**config.mk**
```make
export PLATFORM = sky130hd
export DESIGN_NAME = ff_bank
export DESIGN_NICKNAME = d
export VERILOG_FILES = /design/src/rtl/ff_bank.sv
export SDC_FILE = /design/constraint.sdc
export NUM_CORES = 1
export LEC_CHECK = 0
export CORE_ASPECT_RATIO = 0.75
export CORE_MARGIN = 2
export CORE_UTILIZATION = 41
export DETAILED_ROUTE_END_ITERATION = 6
export HOLD_SLACK_MARGIN = 0.05
export PLACE_DENSITY = 0.77
export SETUP_SLACK_MARGIN = 0.5
export SLEW_MARGIN = 20
export SYNTH_ARGS = -nofsm -noshare
export SYNTH_HDL_FRONTEND = slang
export SYNTH_SLANG_ARGS = --single-unit
```
**constraint.sdc**
```tcl
create_clock -name clk -period 1.3 [get_ports clk]
set_clock_uncertainty 0.2 [all_clocks]
set_input_delay 0.26 -clock clk [delete_from_list [all_inputs] [get_ports clk]]
set_output_delay 0.26 -clock clk [all_outputs]
set_load 0.005 [all_outputs]
```
**src/rtl/ff_bank.sv**
```systemverilog
// Purpose     : WIDTH-channel flip-flop bank with run-time SR/JK/D/T function, parallel load, sticky SR 1-1 flags.
// Latency     : 1 cycle; inputs sampled at a rising clk edge appear on q/err/illegal_cnt right after that edge.
// Backpressure: none; every channel accepts one operation per cycle.
//
// Ports:
//   clk, rst       rising-edge clock; asynchronous active-high reset (q, err, illegal_cnt -> 0)
//   en             function enable; low = all channels hold
//   load, load_val synchronous parallel load, overrides en/mode, no illegal detection
//   mode           00 SR, 01 JK, 10 D, 11 T (shared by all channels)
//   a, b           per channel s/r (SR), j/k (JK), d (D), t (T); b ignored in D/T
//   clr_err        synchronous clear of err and illegal_cnt (a same-cycle event wins)
//   q              registered channel state
//   err            sticky per-channel SR 1-1 flag
//   illegal_cnt    saturating count of cycles with at least one SR 1-1 event
//
// Build option: define FF_BANK_ILLEGAL_CNT_EN to build the illegal_cnt counter;
// otherwise illegal_cnt is tied to 0 and no counter flops exist.

module ff_bank #(
    parameter int WIDTH       = 8,
    parameter int SR11_POLICY = 0,
    parameter int CNT_W       = 8
) (
    input  logic             clk,
    input  logic             rst,
    input  logic             en,
    input  logic             load,
    input  logic [WIDTH-1:0] load_val,
    input  logic [1:0]       mode,
    input  logic [WIDTH-1:0] a,
    input  logic [WIDTH-1:0] b,
    input  logic             clr_err,
    output logic [WIDTH-1:0] q,
    output logic [WIDTH-1:0] err,
    output logic [CNT_W-1:0] illegal_cnt
);

    localparam logic [1:0] MODE_SR = 2'b00;
    localparam logic [1:0] MODE_JK = 2'b01;
    localparam logic [1:0] MODE_D  = 2'b10;
    localparam logic [1:0] MODE_T  = 2'b11;

    // Reject unsupported configurations at elaboration time.
    generate
        if (SR11_POLICY < 0 || SR11_POLICY > 2) begin : g_bad_policy
            $error("ff_bank: SR11_POLICY must be 0, 1 or 2");
        end
        if (WIDTH < 1 || WIDTH > 64) begin : g_bad_width
            $error("ff_bank: WIDTH must be in 1..64");
        end
        if (CNT_W < 2 || CNT_W > 16) begin : g_bad_cnt_w
            $error("ff_bank: CNT_W must be in 2..16");
        end
    endgenerate

    logic [WIDTH-1:0] q_nxt;
    logic [WIDTH-1:0] ill_vec;   // channels with an SR 1-1 event this cycle

    always_comb begin
        q_nxt   = q;
        ill_vec = '0;
        if (load) begin
            q_nxt = load_val;
        end else if (en) begin
            for (int i = 0; i < WIDTH; i++) begin
                case (mode)
                    MODE_SR: begin
                        case ({a[i], b[i]})
                            2'b01:   q_nxt[i] = 1'b0;
                            2'b10:   q_nxt[i] = 1'b1;
                            2'b11: begin
                                // Flag the event regardless of how the policy resolves q.
                                ill_vec[i] = 1'b1;
                                if (SR11_POLICY == 1)
                                    q_nxt[i] = 1'b1;
                                else if (SR11_POLICY == 2)
                                    q_nxt[i] = 1'b0;
                                else
                                    q_nxt[i] = q[i];
                            end
                            default: q_nxt[i] = q[i];
                        endcase
                    end
                    MODE_JK: begin
                        case ({a[i], b[i]})
                            2'b01:   q_nxt[i] = 1'b0;
                            2'b10:   q_nxt[i] = 1'b1;
                            2'b11:   q_nxt[i] = ~q[i];
                            default: q_nxt[i] = q[i];
                        endcase
                    end
                    MODE_D:  q_nxt[i] = a[i];
                    MODE_T:  q_nxt[i] = q[i] ^ a[i];
                    default: q_nxt[i] = q[i];
                endcase
            end
        end
    end

    always_ff @(posedge clk or posedge rst) begin
        if (rst) begin
            q   <= '0;
            err <= '0;
        end else begin
            q   <= q_nxt;
            // Clear first, then OR in new events so a same-cycle event survives the clear.
            err <= (clr_err ? '0 : err) | ill_vec;
        end
    end

`ifdef FF_BANK_ILLEGAL_CNT_EN
    localparam logic [CNT_W-1:0] CNT_MAX = '1;

    logic [CNT_W-1:0] cnt_base;
    logic [CNT_W-1:0] cnt_nxt;

    // One increment per cycle with any event, not per channel.
    always_comb begin
        cnt_base = clr_err ? '0 : illegal_cnt;
        cnt_nxt  = cnt_base;
        if ((|ill_vec) && (cnt_base != CNT_MAX))
            cnt_nxt = cnt_base + 1'b1;
    end

    always_ff @(posedge clk or posedge rst) begin
        if (rst)
            illegal_cnt <= '0;
        else
            illegal_cnt <= cnt_nxt;
    end
`else
    assign illegal_cnt = '0;
`endif

endmodule

```
==> results of run 1 <==
==> placed cells by master, fill, tap and decap left out, types with 3 or more instances in the layout <==
| cell | synthesis | layout |
|---|---|---|
| buf_4 | 10 | 42 |
| nand2_1 | 18 | 9 |
| a211o_1 | 3 | 3 |
| a21oi_1 | 5 | 4 |
| nand3_2 | 0 | 3 |
| clkdlybuf4s50_1 | 0 | 9 |
| o21ai_2 | 0 | 3 |
| dfrtp_1 | 16 | 16 |
| conb_1 | 1 | 8 |
| o21a_1 | 3 | 3 |
| ha_1 | 20 | 8 |
| inv_1 | 31 | 23 |
| inv_8 | 0 | 4 |
| dlygate4sd2_1 | 0 | 4 |
| clkbuf_8 | 0 | 3 |
| buf_8 | 0 | 5 |
| buf_12 | 1 | 3 |
| nor3_2 | 0 | 3 |
| nand3b_1 | 3 | 3 |
| o21ai_1 | 0 | 6 |
| a221o_1 | 4 | 4 |
| buf_6 | 1 | 30 |
| nand2_2 | 0 | 8 |
| a311o_1 | 3 | 3 |
| buf_2 | 3 | 18 |
| ha_4 | 0 | 10 |
==> state kept, by name, indices dropped and copies added, names as in the netlist <==
name and flops:
err 8, q 8
==> power by group <==
| group | internal (mW) | switching (mW) |
|---|---|---|
| Clock | 0.206 | 0.187 |
| Combinational | 0.533 | 0.447 |
| Sequential | 0.535 | 0.0335 |
| Total | 1.27 | 0.668 |
==> per-stage QoR <==
| step | setup WS (ns) | area, sq um | utilization | instances | TNS (ns) |
|---|---|---|---|---|---|
| after floorplan | -0.273 | 1830 | - | 195 | -0.920 |
| after global placement | -0.962 | 2480 | 0.668 | 312 | -11.22 |
| after detailed placement | -1.01 | 2480 | 0.668 | 312 | -11.73 |
| after CTS | -0.169 | 2750 | 0.742 | 334 | -0.779 |
| after global routing | -0.337 | 3000 | 0.809 | 345 | -1.79 |
| final | -0.324 | 3000 | 0.809 | 345 | -1.54 |
==> layout make-up <==
cell class	count	share of cell area
Multi-Input combinational cell	131	0.440
Sequential cell	16	0.133
Inverter	31	0.0530
Timing Repair Buffer	112	0.339
Tap cell	52	0.0217
Clock buffer	3	0.0138
==> final timing paths <==
path,end,slack (ns),cells past startpoint
min in group clk,err[1],0.19,3
setup reg to reg,q[0],-0.32,6
hold reg to reg,err[3],0.32,2
hold / removal,err[1],0.13,3
max in group asynchronous,q[7],0.65,3
setup / recovery,q[0],-0.32,6
==> repair_timing <==
item	4_1_cts	5_1_grt
gates cloned	2	0
pin swaps	22	16
setup endpoints to repair	32	32
buffers inserted	17	11
gates resized for setup	213	37
==> worst max-delay path, cell delays in order (launching register included) <==
cell	delay, ns
dfrtp_1	0.43
buf_6	0.14
buf_6	0.09
nand2_2	0.04
xor2_1	0.18
a211o_1	0.30
a2bb2oi_2	0.16
==> metal layers <==
metal | track usage | up-vias | part of all wire
li1 | - | 864 | -
met4 | 0.0597 | 0 | 0.029
met3 | 0.0312 | 23 | 0.080
met1 | 0.307 | 934 | 0.41
met5 | 0 | - | 0
met2 | 0.441 | 143 | 0.48
==> cells by family (layout without fill, tap and decap cells) <==
logic type	after synthesis	after routing	share of synthesized area
AO/OA/AOI/OAI	52	52	0.250
flip-flops	16	16	0.249
multiplexers	2	2	0.0125
adder cells (fa/ha/maj)	20	20	0.156
XOR/XNOR	2	2	0.0109
AND/OR/NAND/NOR	47	47	0.166
other	1	8	0.00234
buffers and inverters	48	146	0.153
==> key figures, run 1 <==
Run status
  – Status: finished, violations left
  – Failing checks: negative setup slack

Layout
  – Share of cells above drive strength 1: 0.560
  – Area Growth Syn to Fin: 86.9%
  – Area of the multi-input gates: 1320 sq um
  – FF+latch area: 400 sq um
  – # diodes: 0
  – # fillers: 212
  – Nets@finish: 346

Floorplanning
  – Boundary pin count: 55
  – Overall die height: 58.2 um
  – Starting Density: 0.433
  – Core area: 3710 sq um
  – Row cnt: 19
  – Die Wd: 76.3 um
  – Die ar.: 4440 sq um

Pwr
  – Final Total Pwr: 1.94 mW
  – Pwr Density: 647 nW/um^2
  – Peak supply drop: 0.358 mV
  – Leakage: 1.41 nW

Clocking
  – Latest clock arrival within the worst-skew pair: 0.25 ns
  – Clock transition at path regs: 0.07 ns
  – Hold-fix buffers, CTS: 0
  – Max Root-Sink Buffers: 2
  – Clock buffer count from CTS: 3
  – H-tree levels: 1
  – Root Driver: clkbuf_8
  – Clock Sinks: 16
  – TritonCTS clock tree: done

Logic synthesis
  – Most frequent cell after synthesis: inv_1
  – Synth Cell Area: 1610 sq um
  – Ranking of synthesized cells by area: dfrtp_1 25%, ha_1 16%, inv_1 7.2%
  – Syn Area/Cell: 8.54 sq um
  – Asr flop ratio synth: 1.00
  – Mapped Cells: 188
  – Number of flops mapped to enable cells by yosys: 0
  – Post-synth cell types: 46
  – Sequential area share after synthesis: 0.249
  – Largest area contributor in the netlist: dfrtp_1
  – Synth Flop Type: dfrtp_1
  – Synth top area share: 0.249
  – Yosys reg bits: 16
  – Most frequent cells after synthesis: 31 x inv_1, 20 x ha_1, 18 x nand2_1
  – Synth Warn #: 0

Routing
  – Remaining DRCs: 0
  – Routed WL: 6380 um
  – Via density: 5.69
  – Via Count: 1,964
  – Drt first-iter violations: 245
  – Final ANT Viol Nets: 0
  – Pre-Repair DR Iteration Count: 5
  – Avg WL per Cell: 18.5 um

Setup path
  – Worst reg2reg startpoint: q[0]
  – Crit path launch: q[0]
  – WP data arrival: 1.60 ns
  – Critical path type: flop to flop
  – WP data required: 1.28 ns
  – Worst-path maximum fanout: 3
  – CP startpoint kind: flop
  – Setup crit end kind: flop

Placement
  – Post-DP HPWL: 3340 um
  – Number of port buffers: 46
  – Gpl congestion: 0.828

Global route
  – Largest net degree at the start of global routing: 17
  – Total GRT Usage: 0.241
  – Vias in the first global route: 1,784
  – GRT Residual Overflow: 0
  – Initial antenna violation count: 0
  – Global-route wire length before repair: 8570 um

STA
  – Max Clock Freq: 0.616 GHz
  – RSZ-0062 raised after global routing: true
  – Hold WS: 0.127 ns
  – Slew Viols, Final: 0
  – Fin. Hold Viols: 0
  – Fin crit share: 1.25
  – Setup violations, final: 11
  – Final worst slack: -0.324 ns
  – Fin crit period: 1.62 ns

Run
  – MaxCap Viol Count: 0

Hold path
  – Worst hold path type: input pin to async pin
Note: power is estimated with default switching activity, not from simulation.
==> run 2: changes to the inputs <==
--- a/config.mk
+++ b/config.mk
@@ -5,7 +5,8 @@
 export SDC_FILE = /design/constraint.sdc
 export NUM_CORES = 1
 export LEC_CHECK = 0
-export CORE_ASPECT_RATIO = 0.75
+export ABC_CLOCK_PERIOD_IN_PS = 1300
+export CORE_ASPECT_RATIO = 1.2
 export CORE_MARGIN = 2
 export CORE_UTILIZATION = 41
 export DETAILED_ROUTE_END_ITERATION = 6
==> key figures, run 2 (same netlist as run 1, synthesis figures left out) <==
Layout
  – # diodes: 0 (unchanged)
  – Final design utilization: 0.818 (+0.00905)
  – Nets@finish: 340 (-1.7%)
  – Post-route cell area: 3020 sq um (+0.71%)
  – Most common library cell in the layout ignoring fill and taps: buf_4
  – Area Growth Syn to Fin: 88.2%
  – Leading registers by flop count: err (8), q (8)
  – Share of cells above drive strength 1: 0.542 (-0.0181)
  – Most frequent cells in the layout: 37 x buf_4, 27 x buf_6, 21 x inv_1

STA
  – Final worst slack: -0.262 ns (+0.0617 ns)
  – Fin crit share: 1.20 (-0.0475)
  – Slew Viols, Final: 0 (unchanged)
  – Max Clock Freq: 0.640 GHz (+4.0%)
  – Setup violations, final: 13 (+2)
  – Fin crit period: 1.56 ns (-0.0617 ns)
  – RSZ-0062 raised after global routing: true
  – Fin. Hold Viols: 0 (unchanged)
  – Hold WS: 0.136 ns (+0.00913 ns)

Setup path
  – Critical path type: flop to flop
  – CP startpoint kind: flop
  – WP data arrival: 1.54 ns (-0.06 ns)
  – Family with the most delay on the worst path: compound AO/OA/AOI/OAI gates
  – Worst path cell trace: buf_6, buf_6, nand2_4, xor2_1, a211o_1, a2bb2oi_2
  – Critical path's slowest cell: dfrtp_1
  – WP data required: 1.28 ns (about the same)
  – Worst path max stage delay: 0.38 ns (-0.05 ns)
  – Buffer and inverter count on the worst path: 2 (unchanged)
  – Setup crit end kind: flop
  – Worst-path maximum fanout: 3 (unchanged)
  – CP dominant cell by count: buf_6

Routing
  – Drt first-iter violations: 140 (-43%)
  – Pre-Repair DR Iteration Count: 5 (unchanged)
  – Via Count: 1,872 (-4.7%)
  – Avg WL per Cell: 18.0 um (-2.7%)
  – Via density: 5.51 (-3.3%)
  – Remaining DRCs: 0 (unchanged)
  – Routed WL: 6110 um (-4.1%)
  – Final ANT Viol Nets: 0 (unchanged)

Clocking
  – Clock Sinks: 16 (unchanged)
  – TritonCTS clock tree: done
  – Root Driver: clkbuf_8
  – Clock buffer count from CTS: 3 (unchanged)
  – Max Root-Sink Buffers: 2 (unchanged)
  – Latest clock arrival within the worst-skew pair: 0.25 ns (about the same)
  – H-tree levels: 1 (unchanged)
  – Clock transition at path regs: 0.07 ns (about the same)

Global route
  – Vias in the first global route: 1,817 (+1.8%)
  – GRT Residual Overflow: 0 (unchanged)
  – Largest net degree at the start of global routing: 17 (unchanged)
  – Initial antenna violation count: 0 (unchanged)
  – Global-route wire length before repair: 8380 um (-2.3%)
  – Total GRT Usage: 0.247 (+0.00572)

Placement
  – Gpl congestion: 0.808 (-2.5%)
  – DP Area: 2460 sq um (-0.81%)
  – Number of port buffers: 46 (unchanged)
  – Post-DP HPWL: 3150 um (-5.9%)

Hold path
  – Worst hold path type: input pin to async pin

Run status
  – Failing checks: negative setup slack
  – Status: finished, violations left

Floorplanning
  – Starting Density: 0.435 (+0.00176)
  – Overall die height: 72.5 um (+25%)
  – Core area: 3690 sq um (-0.41%)
  – Row cnt: 24 (+5)
  – Die Wd: 61.1 um (-20%)
  – Boundary pin count: 55 (unchanged)
  – Die ar.: 4430 sq um (about the same)

Pwr
  – Leakage: 1.42 nW (+0.25%)
  – Pwr Density: 668 nW/um^2 (+3.1%)
  – Peak supply drop: 0.405 mV (+13%)

Run
  – MaxCap Viol Count: 0 (unchanged)
==> run 2: changes by cell type in the layout (fill, tap and decap cells not counted), moves of 2 or more <==
| cell | change |
|---|---|
| o21ai_1 | +3 |
| inv_2 | +3 |
| o21ai_2 | -3 |
| buf_2 | -2 |
| buf_6 | -3 |
| bufbuf_16 | +2 |
| buf_4 | -5 |
| inv_1 | -2 |
==> run 2: per-stage QoR <==
step	worst slack, ns	TNS (ns)	total power [mW]	cells
after global routing	-0.295	-1.99	2.11	340
after CTS	-0.203	-0.791	1.81	330
final	-0.262	-1.53	2.02	340
after global placement	-0.957	-11.63	1.22	306
after detailed placement	-0.997	-11.83	1.24	306
after floorplan	-0.273	-0.920	0.923	195
==> run 2: final timing paths <==
kind                       startpoint      to  slack, ns  cells after the start
min                               rst  err[7]       0.14                      3
max in group asynchronous         rst    q[2]       0.64                      3
min in group clk                 a[1]  err[1]       0.15                      3
max                              q[0]    q[0]      -0.26                      6
min reg2reg                    err[4]  err[4]       0.31                      2
max reg2reg                      q[0]    q[0]      -0.26                      6
==> run 2: worst register-to-register path: stages, from the launching register on <==
cell and delay [ns]:
dfrtp_1 0.38, buf_6 0.13, buf_6 0.10, nand2_4 0.04
xor2_1 0.15, a211o_1 0.33, a2bb2oi_2 0.17
==> run 2: timing repair <==
action / 4_1_cts / 5_1_grt
endpoints found under the setup margin: 32 / 32
setup buffers: 17 / 9
pin swaps: 21 / 21
gates resized for setup: 191 / 46
hold buffers: 0 / 0
gates cloned: 3 / 1
==> run 2: final cells by class <==
class | instances | area [sq um]
Multi-Input combinational cell | 131 | 1290
Tap cell | 52 | 65.1
Clock buffer | 4 | 55.1
Timing Repair Buffer | 106 | 1060
Sequential cell | 16 | 400
Fill cell | 204 | 672
Inverter | 31 | 154
==> run 2: where the power goes <==
group	leakage, nW	switching (mW)	internal [mW]
clock network	0.0288	0.187	0.269
logic	1.19	0.433	0.561
registers	0.204	0.0317	0.535
total	1.42	0.652	1.37
==> run 2: per-layer routing <==
metal | track usage | vias up | wire length [um]
met2 | 0.420 | 93 | 3140
li1 | - | 852 | -
met3 | 0.0410 | 28 | 392
met4 | 0.0990 | 0 | 259
met1 | 0.302 | 899 | 2320
met5 | 0 | - | 0
==> run 3: changes to the inputs <==
--- a/config.mk
+++ b/config.mk
@@ -7,7 +7,6 @@
 export LEC_CHECK = 0
 export ABC_CLOCK_PERIOD_IN_PS = 1300
 export CORE_ASPECT_RATIO = 1.2
-export CORE_MARGIN = 2
 export CORE_UTILIZATION = 41
 export DETAILED_ROUTE_END_ITERATION = 6
 export HOLD_SLACK_MARGIN = 0.05
==> key figures, run 3 (same netlist as run 1, synthesis figures left out) <==
Layout
  – Nets@finish: 347 (+2.1%)
  – Layout Cells excl Fill: 347 (+2.1%)
  – Area of the multi-input gates: 1290 sq um (-0.19%)
  – FF+latch area: 400 sq um (unchanged)
  – # diodes: 0 (unchanged)
  – Leading registers by flop count: err (8), q (8)
  – Share of cells above drive strength 1: 0.553 (+0.0109)
  – Most frequent cells in the layout: 42 x buf_4, 28 x buf_6, 23 x inv_1
  – Area Growth Syn to Fin: 87.6%
  – Most common library cell in the layout ignoring fill and taps: buf_4
  – Final design utilization: 0.815 (-0.00271)
  – # fillers: 223 (+9.3%)

Run
  – MaxCap Viol Count: 0 (unchanged)

Routing
  – Routed WL: 5710 um (-6.7%)
  – Final ANT Viol Nets: 0 (unchanged)
  – Avg WL per Cell: 16.4 um (-8.6%)
  – Pre-Repair DR Iteration Count: 4 (-1)
  – Via Count: 1,873 (+0.053%)
  – Via density: 5.40 (-2.0%)
  – Remaining DRCs: 0 (unchanged)
  – Drt first-iter violations: 102 (-27%)

STA
  – Fin crit share: 1.16 (-0.0441)
  – Fin crit period: 1.51 ns (-0.0574 ns)
  – Hold WS: 0.118 ns (-0.0177 ns)
  – Final worst slack: -0.205 ns (+0.0574 ns)
  – Slew Viols, Final: 0 (unchanged)
  – Fin. Hold Viols: 0 (unchanged)
  – Setup violations, final: 12 (-1)
  – RSZ-0062 raised after global routing: true
  – Max Clock Freq: 0.664 GHz (+3.8%)

Global route
  – Met2 usage: 0.444 (+0.0248)
  – Global-route wire length before repair: 8260 um (-1.4%)
  – Vias in the first global route: 1,797 (-1.1%)
  – Total GRT Usage: 0.256 (+0.00911)
  – GR peak layer: met2
  – Largest net degree at the start of global routing: 17 (unchanged)
  – GR Layer Usage met3: 0.0347 (-0.00626)
  – Initial antenna violation count: 0 (unchanged)
  – Grt met1 use: 0.323 (+0.0211)
  – GRT Residual Overflow: 0 (unchanged)

Setup path
  – CP startpoint kind: flop
  – Worst path cell trace: buf_6, nand2_4, o22ai_2, a222oi_1, a21oi_1
  – Worst-path maximum fanout: 5 (+2)
  – Buffer and inverter count on the worst path: 1 (-1)
  – Family with the most delay on the worst path: compound AO/OA/AOI/OAI gates
  – Critical path's slowest cell: dfrtp_1
  – Setup crit end kind: flop
  – Worst path max stage delay: 0.40 ns (+0.02 ns)
  – WP data required: 1.22 ns (-0.06 ns)
  – WP data arrival: 1.43 ns (-0.11 ns)
  – Critical path type: flop to flop

Clocking
  – H-tree levels: 1 (unchanged)
  – Clock buffer count from CTS: 3 (unchanged)
  – Clock Sinks: 16 (unchanged)
  – Root Driver: clkbuf_8
  – TritonCTS clock tree: done
  – Hold-fix buffers, CTS: 0 (unchanged)
  – Clock transition at path regs: 0.07 ns (about the same)
  – Max Root-Sink Buffers: 2 (unchanged)
  – Latest clock arrival within the worst-skew pair: 0.25 ns (about the same)

Placement
  – Post-DP HPWL: 3160 um (+0.29%)
  – Cells after DPL: 314 (+2.6%)
  – Number of port buffers: 46 (unchanged)
  – Gpl congestion: 0.804 (-0.53%)

Floorplanning
  – Overall die height: 70.5 um (-2.8%)
  – Die ar.: 4170 sq um (-5.9%)
  – Row cnt: 24 (unchanged)
  – Starting Density: 0.435 (unchanged)
  – Core area: 3690 sq um (unchanged)
  – Die Wd: 59.1 um (-3.3%)
  – Boundary pin count: 55 (unchanged)

Pwr
  – Leakage: 1.47 nW (+3.6%)
  – Peak supply drop: 0.406 mV (+0.27%)
  – Pwr Density: 660 nW/um^2 (-1.1%)

Run status
  – Failing checks: negative setup slack
  – Status: finished, violations left

Hold path
  – Worst hold path type: input pin to async pin
==> run 3: cell count changes in the layout (fill, tap and decap cells not counted), moves of 2 or more <==
cell	change
buf_2	+2
buf_4	+5
ha_2	+2
inv_1	+2
nand2_2	-5
nand2_4	+5
o21ai_1	-5
o21ai_2	+5
o31ai_1	+2
o31ai_2	-2
==> run 3: cell type report <==
type,instances,share of cell area
Multi-Input combinational cell,131,0.427
Clock buffer,4,0.0183
Inverter,31,0.0503
Tap cell,52,0.0216
Sequential cell,16,0.133
Timing Repair Buffer,113,0.350
==> run 3: timing repair <==
item,4_1_cts,5_1_grt
buffers inserted,20,6
hold endpoints to repair,0,0
resized for setup,209,32
gates cloned,3,0
pin swaps,26,16
endpoints found under the setup margin,32,32
==> run 3: routing by layer <==
layer  vias up  share of wire
met5         -              0
met4         0          0.035
met3        28          0.055
met2        80           0.51
met1       899           0.40
li1        866              -
==> run 3: worst min-delay path, cell delays in order <==
cell,delay [ns]
clkdlybuf4s50_1,0.40
inv_1,0.09
buf_12,0.16
==> run 3: worst paths after layout <==
path	startpoint	endpoint	slack, ns	depth (start not counted)
max	q[1]	q[1]	-0.21	5
min	rst	err[6]	0.12	3
max reg2reg	q[1]	q[1]	-0.21	5
min reg2reg	err[0]	err[0]	0.31	2
max in group asynchronous	rst	q[0]	0.66	3
min in group clk	load	q[6]	0.17	3
==> run 3: per-stage QoR <==
stage               instance area (sq um)  setup slack, ns  total power [mW]  setup TNS [ns]
floorplan                            1830           -0.273             0.923          -0.920
global placement                     2500           -0.956              1.24          -11.41
detailed placement                   2500           -0.991              1.25          -11.63
CTS                                  2840           -0.167              1.85          -0.778
global route                         3010           -0.232              2.07           -1.61
finish                               3010           -0.205              1.99           -1.26
==> run 3: power breakdown <==
| part | internal, mW | switching [mW] |
|---|---|---|
| clock network | 0.269 | 0.200 |
| logic | 0.540 | 0.414 |
| registers | 0.535 | 0.0288 |
| total | 1.34 | 0.643 |
